[src/rtl/jtframe_cen_gen_if.sv]
// Configuration and output bundle for jtframe_cen_gen.
// cfg_we is a single-cycle valid strobe; the generator is always ready, so no ready signal exists.
interface jtframe_cen_gen_if #(
    parameter int CH = 3,
    parameter int W  = 10
);
    localparam int CHW = (CH > 1) ? $clog2(CH) : 1;

    logic           locked;
    logic           cfg_we;
    logic [CHW-1:0] cfg_ch;
    logic [W-1:0]   cfg_num;
    logic [W-1:0]   cfg_den;
    logic [CH-1:0]  cen;
    logic           rst_out_n;
    logic           running;
    logic [1:0]     dbg_state;

    modport master (
        output locked, cfg_we, cfg_ch, cfg_num, cfg_den,
        input  cen, rst_out_n, running, dbg_state
    );

    modport slave (
        input  locked, cfg_we, cfg_ch, cfg_num, cfg_den,
        output cen, rst_out_n, running, dbg_state
    );
endinterface

[src/rtl/jtframe_cen_gen.sv]
// Fractional clock-enable generator with per-channel num/den ratios, gated by a
// synchronised PLL lock that also sequences the core reset.
module jtframe_cen_gen #(
    parameter int              CH      = 3,
    parameter int              W       = 10,
    parameter logic [CH*W-1:0] DEF_NUM = {10'd1, 10'd1, 10'd1},
    parameter logic [CH*W-1:0] DEF_DEN = {10'd16, 10'd4, 10'd2},
    parameter int              SETTLE  = 1024
) (
    input  logic              clk,
    input  logic              rst_n,
    jtframe_cen_gen_if.slave  bus
);
    localparam int CHW = (CH > 1) ? $clog2(CH) : 1;
    localparam int SW  = (SETTLE > 1) ? $clog2(SETTLE) : 1;
    localparam logic [SW-1:0] SETTLE_LAST = SW'(SETTLE - 1);

    typedef enum logic [1:0] {
        ST_WAIT   = 2'd0,
        ST_SETTLE = 2'd1,
        ST_RUN    = 2'd2
    } state_t;

    state_t        state_q, state_d;
    logic [SW-1:0] cnt_q, cnt_d;
    logic [1:0]    sync_q;
    logic          lk_s;
    logic          running_q;
    logic          active;

    logic [W-1:0]  num_q [CH];
    logic [W-1:0]  num_d [CH];
    logic [W-1:0]  den_q [CH];
    logic [W-1:0]  den_d [CH];
    logic [W:0]    acc_q [CH];
    logic [W:0]    acc_d [CH];
    logic [CH-1:0] cen_q, cen_d;
    logic [W:0]    sum;

    assign lk_s = sync_q[1];
    // Accumulation begins one edge after running rises, so the first RUN edge never pulses.
    assign active = (state_q == ST_RUN) && running_q;

    always_comb begin
        state_d = state_q;
        cnt_d   = '0;
        unique case (state_q)
            ST_WAIT: begin
                if (lk_s) state_d = ST_SETTLE;
            end
            ST_SETTLE: begin
                if (!lk_s)                      state_d = ST_WAIT;
                else if (cnt_q == SETTLE_LAST)  state_d = ST_RUN;
                else                            cnt_d = cnt_q + SW'(1);
            end
            ST_RUN: begin
                if (!lk_s) state_d = ST_WAIT;
            end
            default: state_d = ST_WAIT;
        endcase
    end

    always_comb begin
        sum   = '0;
        cen_d = '0;
        for (int c = 0; c < CH; c++) begin
            num_d[c] = num_q[c];
            den_d[c] = den_q[c];
            acc_d[c] = '0;
            if (bus.cfg_we && (bus.cfg_ch == CHW'(c))) begin
                num_d[c] = bus.cfg_num;
                den_d[c] = bus.cfg_den;
            end else if (active && (num_q[c] != '0) && (den_q[c] != '0)) begin
                if (num_q[c] >= den_q[c]) begin
                    cen_d[c] = 1'b1;
                end else begin
                    sum = acc_q[c] + {1'b0, num_q[c]};
                    if (sum >= {1'b0, den_q[c]}) begin
                        acc_d[c] = sum - {1'b0, den_q[c]};
                        cen_d[c] = 1'b1;
                    end else begin
                        acc_d[c] = sum;
                    end
                end
            end
        end
    end

    always_ff @(posedge clk or negedge rst_n) begin
        if (!rst_n) begin
            state_q   <= ST_WAIT;
            cnt_q     <= '0;
            sync_q    <= '0;
            running_q <= 1'b0;
            cen_q     <= '0;
            for (int c = 0; c < CH; c++) begin
                num_q[c] <= DEF_NUM[c*W +: W];
                den_q[c] <= DEF_DEN[c*W +: W];
                acc_q[c] <= '0;
            end
        end else begin
            state_q   <= state_d;
            cnt_q     <= cnt_d;
            sync_q    <= {sync_q[0], bus.locked};
            running_q <= (state_q == ST_RUN);
            cen_q     <= cen_d;
            for (int c = 0; c < CH; c++) begin
                num_q[c] <= num_d[c];
                den_q[c] <= den_d[c];
                acc_q[c] <= acc_d[c];
            end
        end
    end

    assign bus.cen       = cen_q;
    assign bus.running   = running_q;
    assign bus.rst_out_n = running_q;
    assign bus.dbg_state = state_q;
endmodule
[src/flat_wrapper.sv]
// flat-port wrapper written by rule: the top's interface ports become plain ports
module jtframe_cen_gen_flat 
#(
    parameter int              CH      = 3,
    parameter int              W       = 10,
    parameter logic [CH*W-1:0] DEF_NUM = {10'd1, 10'd1, 10'd1},
    parameter logic [CH*W-1:0] DEF_DEN = {10'd16, 10'd4, 10'd2},
    parameter int              SETTLE  = 1024
)
  (clk, rst_n, bus_locked, bus_cfg_we, bus_cfg_ch, bus_cfg_num, bus_cfg_den, bus_cen, bus_rst_out_n, bus_running, bus_dbg_state);
  jtframe_cen_gen_if #(.CH(CH), .W(W)) bus_i ();
  input  logic clk;
  input  logic rst_n;
  input wire logic [$bits(bus_i.locked)-1:0] bus_locked;
  input wire logic [$bits(bus_i.cfg_we)-1:0] bus_cfg_we;
  input wire logic [$bits(bus_i.cfg_ch)-1:0] bus_cfg_ch;
  input wire logic [$bits(bus_i.cfg_num)-1:0] bus_cfg_num;
  input wire logic [$bits(bus_i.cfg_den)-1:0] bus_cfg_den;
  output wire logic [$bits(bus_i.cen)-1:0] bus_cen;
  output wire logic [$bits(bus_i.rst_out_n)-1:0] bus_rst_out_n;
  output wire logic [$bits(bus_i.running)-1:0] bus_running;
  output wire logic [$bits(bus_i.dbg_state)-1:0] bus_dbg_state;
  assign bus_i.locked = bus_locked;
  assign bus_i.cfg_we = bus_cfg_we;
  assign bus_i.cfg_ch = bus_cfg_ch;
  assign bus_i.cfg_num = bus_cfg_num;
  assign bus_i.cfg_den = bus_cfg_den;
  assign bus_cen = bus_i.cen;
  assign bus_rst_out_n = bus_i.rst_out_n;
  assign bus_running = bus_i.running;
  assign bus_dbg_state = bus_i.dbg_state;
  jtframe_cen_gen #(.CH(CH), .W(W), .DEF_NUM(DEF_NUM), .DEF_DEN(DEF_DEN), .SETTLE(SETTLE)) u_core (.clk(clk), .rst_n(rst_n), .bus(bus_i));
endmodule
[config.mk]
export PLATFORM = sky130hd
export DESIGN_NAME = jtframe_cen_gen_flat
export DESIGN_NICKNAME = d
export VERILOG_FILES = /design/src/rtl/jtframe_cen_gen_if.sv /design/src/rtl/jtframe_cen_gen.sv /design/src/flat_wrapper.sv
export SDC_FILE = /design/constraint.sdc
export NUM_CORES = 1
export LEC_CHECK = 0
export CAP_MARGIN = 10
export CORE_MARGIN = 3
export CORE_UTILIZATION = 42
export CTS_CLUSTER_SIZE = 30
export DETAILED_ROUTE_END_ITERATION = 12
export PLACE_DENSITY_LB_ADDON = 0.15
export SLEW_MARGIN = 25
export SYNTH_ARGS = -nofsm -noshare
export SYNTH_HDL_FRONTEND = slang
export SYNTH_SLANG_ARGS = --single-unit
[constraint.sdc]
create_clock -name clk -period 4.15 [get_ports clk]
set_clock_uncertainty 0.15 [all_clocks]
set_input_delay 0.83 -clock clk [delete_from_list [all_inputs] [get_ports clk]]
set_output_delay 0.83 -clock clk [all_outputs]
set_load 0.1 [all_outputs]
==> results by group, run 1 <==
Placed design
  • Cell Area, Placed: 8510 um^2
  • HPWL Detailed: 15100 um
  • RePlAce Congestion: 0.875
  • I/O Buffers: 32

Synth
  • Cell area after synthesis: 7910 um^2
  • Synth unique cells: 68
  • Top cell type's share of synthesized area: 33.2%
  • Ys flop type: dfrtp_1
  • Mean Syn Cell Area: 9.69 um^2
  • Register area share after synthesis: 35.2%
  • YS warnings: 0
  • Yosys reg bits: 111
  • Syn_nets: 939
  • Number of synthesized flops with an enable pin: 0
  • Yosys top cell by area: dfrtp_1
  • Synth area leaders: dfrtp_1 (33%), ha_1 (14%), mux2_2 (7.3%), a21oi_1 (3.0%), nand2_1 (2.7%)
  • Synth async-reset ratio: 100%
  • Cells after synthesis: 816

STA
  • RSZ-0062 raised after global routing: false
  • Slew @ Worst Pin: 0.980 ns
  • Post-route clock period utilization: 94.4%
  • F_max: 255 MHz
  • Setup TNS: 0 ns
  • Max-slew headroom: 34.4%
  • Final hold viol count: 0
  • Min Tclk post-route: 3.92 ns
  • Max-slew violations: 0
  • Setup Viol. Count Final: 0

Worst hold path
  • Min-delay worst type: reg -> reg
  • Hold Crit Start: u_core.sync_q[0]

Finish
  • Fillers: 1688
  • Fin nets: 974
  • Layout cell share with drive strength beyond 1: 11.6%
  • Diode count: 0
  • Design area: 8840 um^2
  • Combined area of the multi-input logic cells: 4850 um^2
  • Layout area overhead: 11.8%
  • Storage element area: 2790 um^2

Routing
  • Vias per cell: 5.73
  • First-pass iteration count of the detailed router: 5
  • WL final: 19200 um
  • 1st-iter DRT viols: 315
  • WL/cell: 17.7 um
  • Residual DRC count: 0
  • Via count: 6217
  • DRT antenna net count: 0

Outcome
  • Status: finished, final reports clean

CTS
  • Total CTS buffers: 9
  • PostCTS Resize Cnt: 0
  • Post-CTS Setup Inserts: 0
  • Clock slew at reported path FFs: 0.08 ns
  • Max Root-Sink Buffers: 2
  • Clk sinks: 111
  • Clock root cell: clkbuf_16
  • TritonCTS clock tree: yes
  • CTS H-tree lvls: 3
  • CTS Hold Bufs: 0
  • Clk Latency, worst-skew pair: 0.35 ns

Power and ir drop
  • Leak: 4.10 nW
  • Max VDD drop: 0.000168 V
  • Total power: 3.87 mW
  • Power Dens Cells: 437 nW/um^2

Floorplanning
  • Core area: 18200 um^2
  • Die Y: 143 um
  • IO Pins: 33
  • Die X: 143 um
  • Rows: 49
  • Starting Density: 43.4%
  • Die area: 20500 um^2

Global routing
  • First-pass GRT wire length: 31800 um
  • Initial antenna violation count: 0
  • Largest net degree at the start of global routing: 51
  • Gr usage total: 19.5%
  • Vias in the first global route: 6223
  • Grt total ovfl: 0

Job
  • Max-cap check violation count: 0

Critical path
  • Reg-to-Reg Start: u_core.num_q[24]
  • Setup crit start: u_core.num_q[24]
  • Crit Path Category: reg -> reg
  • Startpoint types: flip-flop
  • Arr. time, crit path: 3.99 ns
  • Worst setup EP type: flip-flop
  • CP Max Fanout: 10
  • Crit path required time: 4.22 ns
-- cells in the final DEF (no fill, tap or decap), drive strengths merged, types with 4 or more instances in the layout --
cell,n
o21a,18
and2,7
a21oi,47
nand2b,10
and3,7
buf,10
xor2,17
clkdlybuf4s50,31
nand3b,5
dfrtp,105
a21o,20
a211oi,16
nor3,17
xnor2,24
inv,57
mux2i,11
nor4,15
nor2,36
nand2,58
nor2b,9
clkbuf,9
o211a,6
a31oi,8
mux2,51
or2,4
o211ai,6
nand4,8
nand3,25
or3,8
ha,91
o21bai,5
fa,6
dfstp,6
o21ai,58
-- critical path, stage by stage, from the launching register on --
cell and delay, ns:
dfrtp_1 0.45, ha_1 0.38, a21oi_2 0.19, and2_1 0.21
a211oi_1 0.12, or2_2 0.32, a211o_1 0.27, ha_1 0.37
and3_1 0.23, a31oi_1 0.24, nor2b_1 0.20, mux2i_1 0.13
buf_4 0.21, a211oi_1 0.22, a211oi_1 0.08
-- metrics by stage --
step                      util, %  hold WS (ns)  instances  worst slack, ns
after floorplan                 -         0.181        816            0.676
after global placement       46.7         0.186       1069            0.324
after detailed placement     46.7         0.190       1069            0.226
after CTS                    48.5         0.208       1085            0.206
after global routing         48.5         0.223       1085           0.0144
final                        48.5         0.204       1085            0.230
-- sequential cells by signal (all words and copies together) (netlist names) --
name,cells
u_core.acc_q,33
u_core.sync_q,2
u_core.den_q,30
u_core.num_q,30
u_core.bus.dbg_state,2
u_core.bus.cen,3
u_core.cnt_q,10
u_core.bus.rst_out_n,1
-- final timing paths --
check	to	slack [ns]	cells after the start
worst max-delay path	u_core.acc_q[29]	0.23	14
worst min-delay path	u_core.sync_q[1]	0.20	0
worst max register to register	u_core.acc_q[29]	0.23	14
worst min register to register	u_core.sync_q[1]	0.20	0
max in group asynchronous	u_core.num_q[0]	2.54	2
min in group asynchronous	u_core.acc_q[10]	0.34	1
-- synthesized netlist by cell type (3+ instances only) --
| library cell | n |
|---|---|
| a21o_1 | 19 |
| o31a_1 | 3 |
| dfrtp_1 | 105 |
| xor2_1 | 17 |
| xnor2_1 | 24 |
| nand3_1 | 25 |
| a31oi_1 | 8 |
| o21ai_1 | 16 |
| fa_1 | 6 |
| o21ai_0 | 41 |
| and3_1 | 7 |
| o211ai_1 | 6 |
| o41ai_1 | 3 |
| nand3b_1 | 5 |
| nor4_1 | 15 |
| buf_2 | 4 |
| dfstp_2 | 6 |
| a21oi_1 | 47 |
| clkbuf_1 | 10 |
| and2_1 | 6 |
| o221ai_1 | 3 |
| o211a_1 | 6 |
| nand2_1 | 57 |
| nor3_1 | 17 |
| nand4_1 | 8 |
| nor2b_1 | 9 |
| ha_1 | 91 |
| or2_2 | 3 |
| nor2_1 | 36 |
| o21a_1 | 17 |
| nand2b_1 | 10 |
| inv_1 | 54 |
| o21bai_1 | 5 |
| mux2i_1 | 11 |
| or3_1 | 8 |
| a211oi_1 | 14 |
| mux2_2 | 51 |
| a211o_1 | 3 |
-- cells by family after synthesis --
| kind of cell | synth area share (%) |
|---|---|
| simple gates | 14.1 |
| compound gates | 17.9 |
| flops | 35.2 |
| fa+ha+maj | 15.9 |
| buf+inv | 3.62 |
| mux | 8.66 |
| xor+xnor | 4.54 |
-- per-layer routing --
layer	wire length, um	global-route usage [%]
met5	0	0
met4	259	4.56
met3	796	3.65
met2	8860	31.6
met1	9260	27.2
-- where the power goes --
part	internal, mW	switching [mW]	leakage (nW)
Combinational	0.689	0.899	2.53
Sequential	1.20	0.125	1.41
Clock	0.536	0.414	0.161
Total	2.43	1.44	4.10
-- layout make-up --
type / count / area share (%)
flip-flops and latches: 111 / 31.5
well taps: 229 / 3.24
clock inverters: 7 / 1.13
inverters: 54 / 2.29
multi-input cells: 634 / 54.9
repair buffers: 41 / 4.36
clock buffers: 9 / 2.55
No activity file was read; power rests on OpenSTA's default activity.
==> inputs of run 2 (changes only) <==
--- a/constraint.sdc
+++ b/constraint.sdc
@@ -4,2 +4,2 @@
 set_output_delay 0.83 -clock clk [all_outputs]
-set_load 0.1 [all_outputs]
+set_load 0.05 [all_outputs]
==> results of run 2 <==
Same layout as run 1 (identical final DEF). Status: finished, final reports clean.
Main changes from that run: total power 3.87 mW -> 3.86 mW
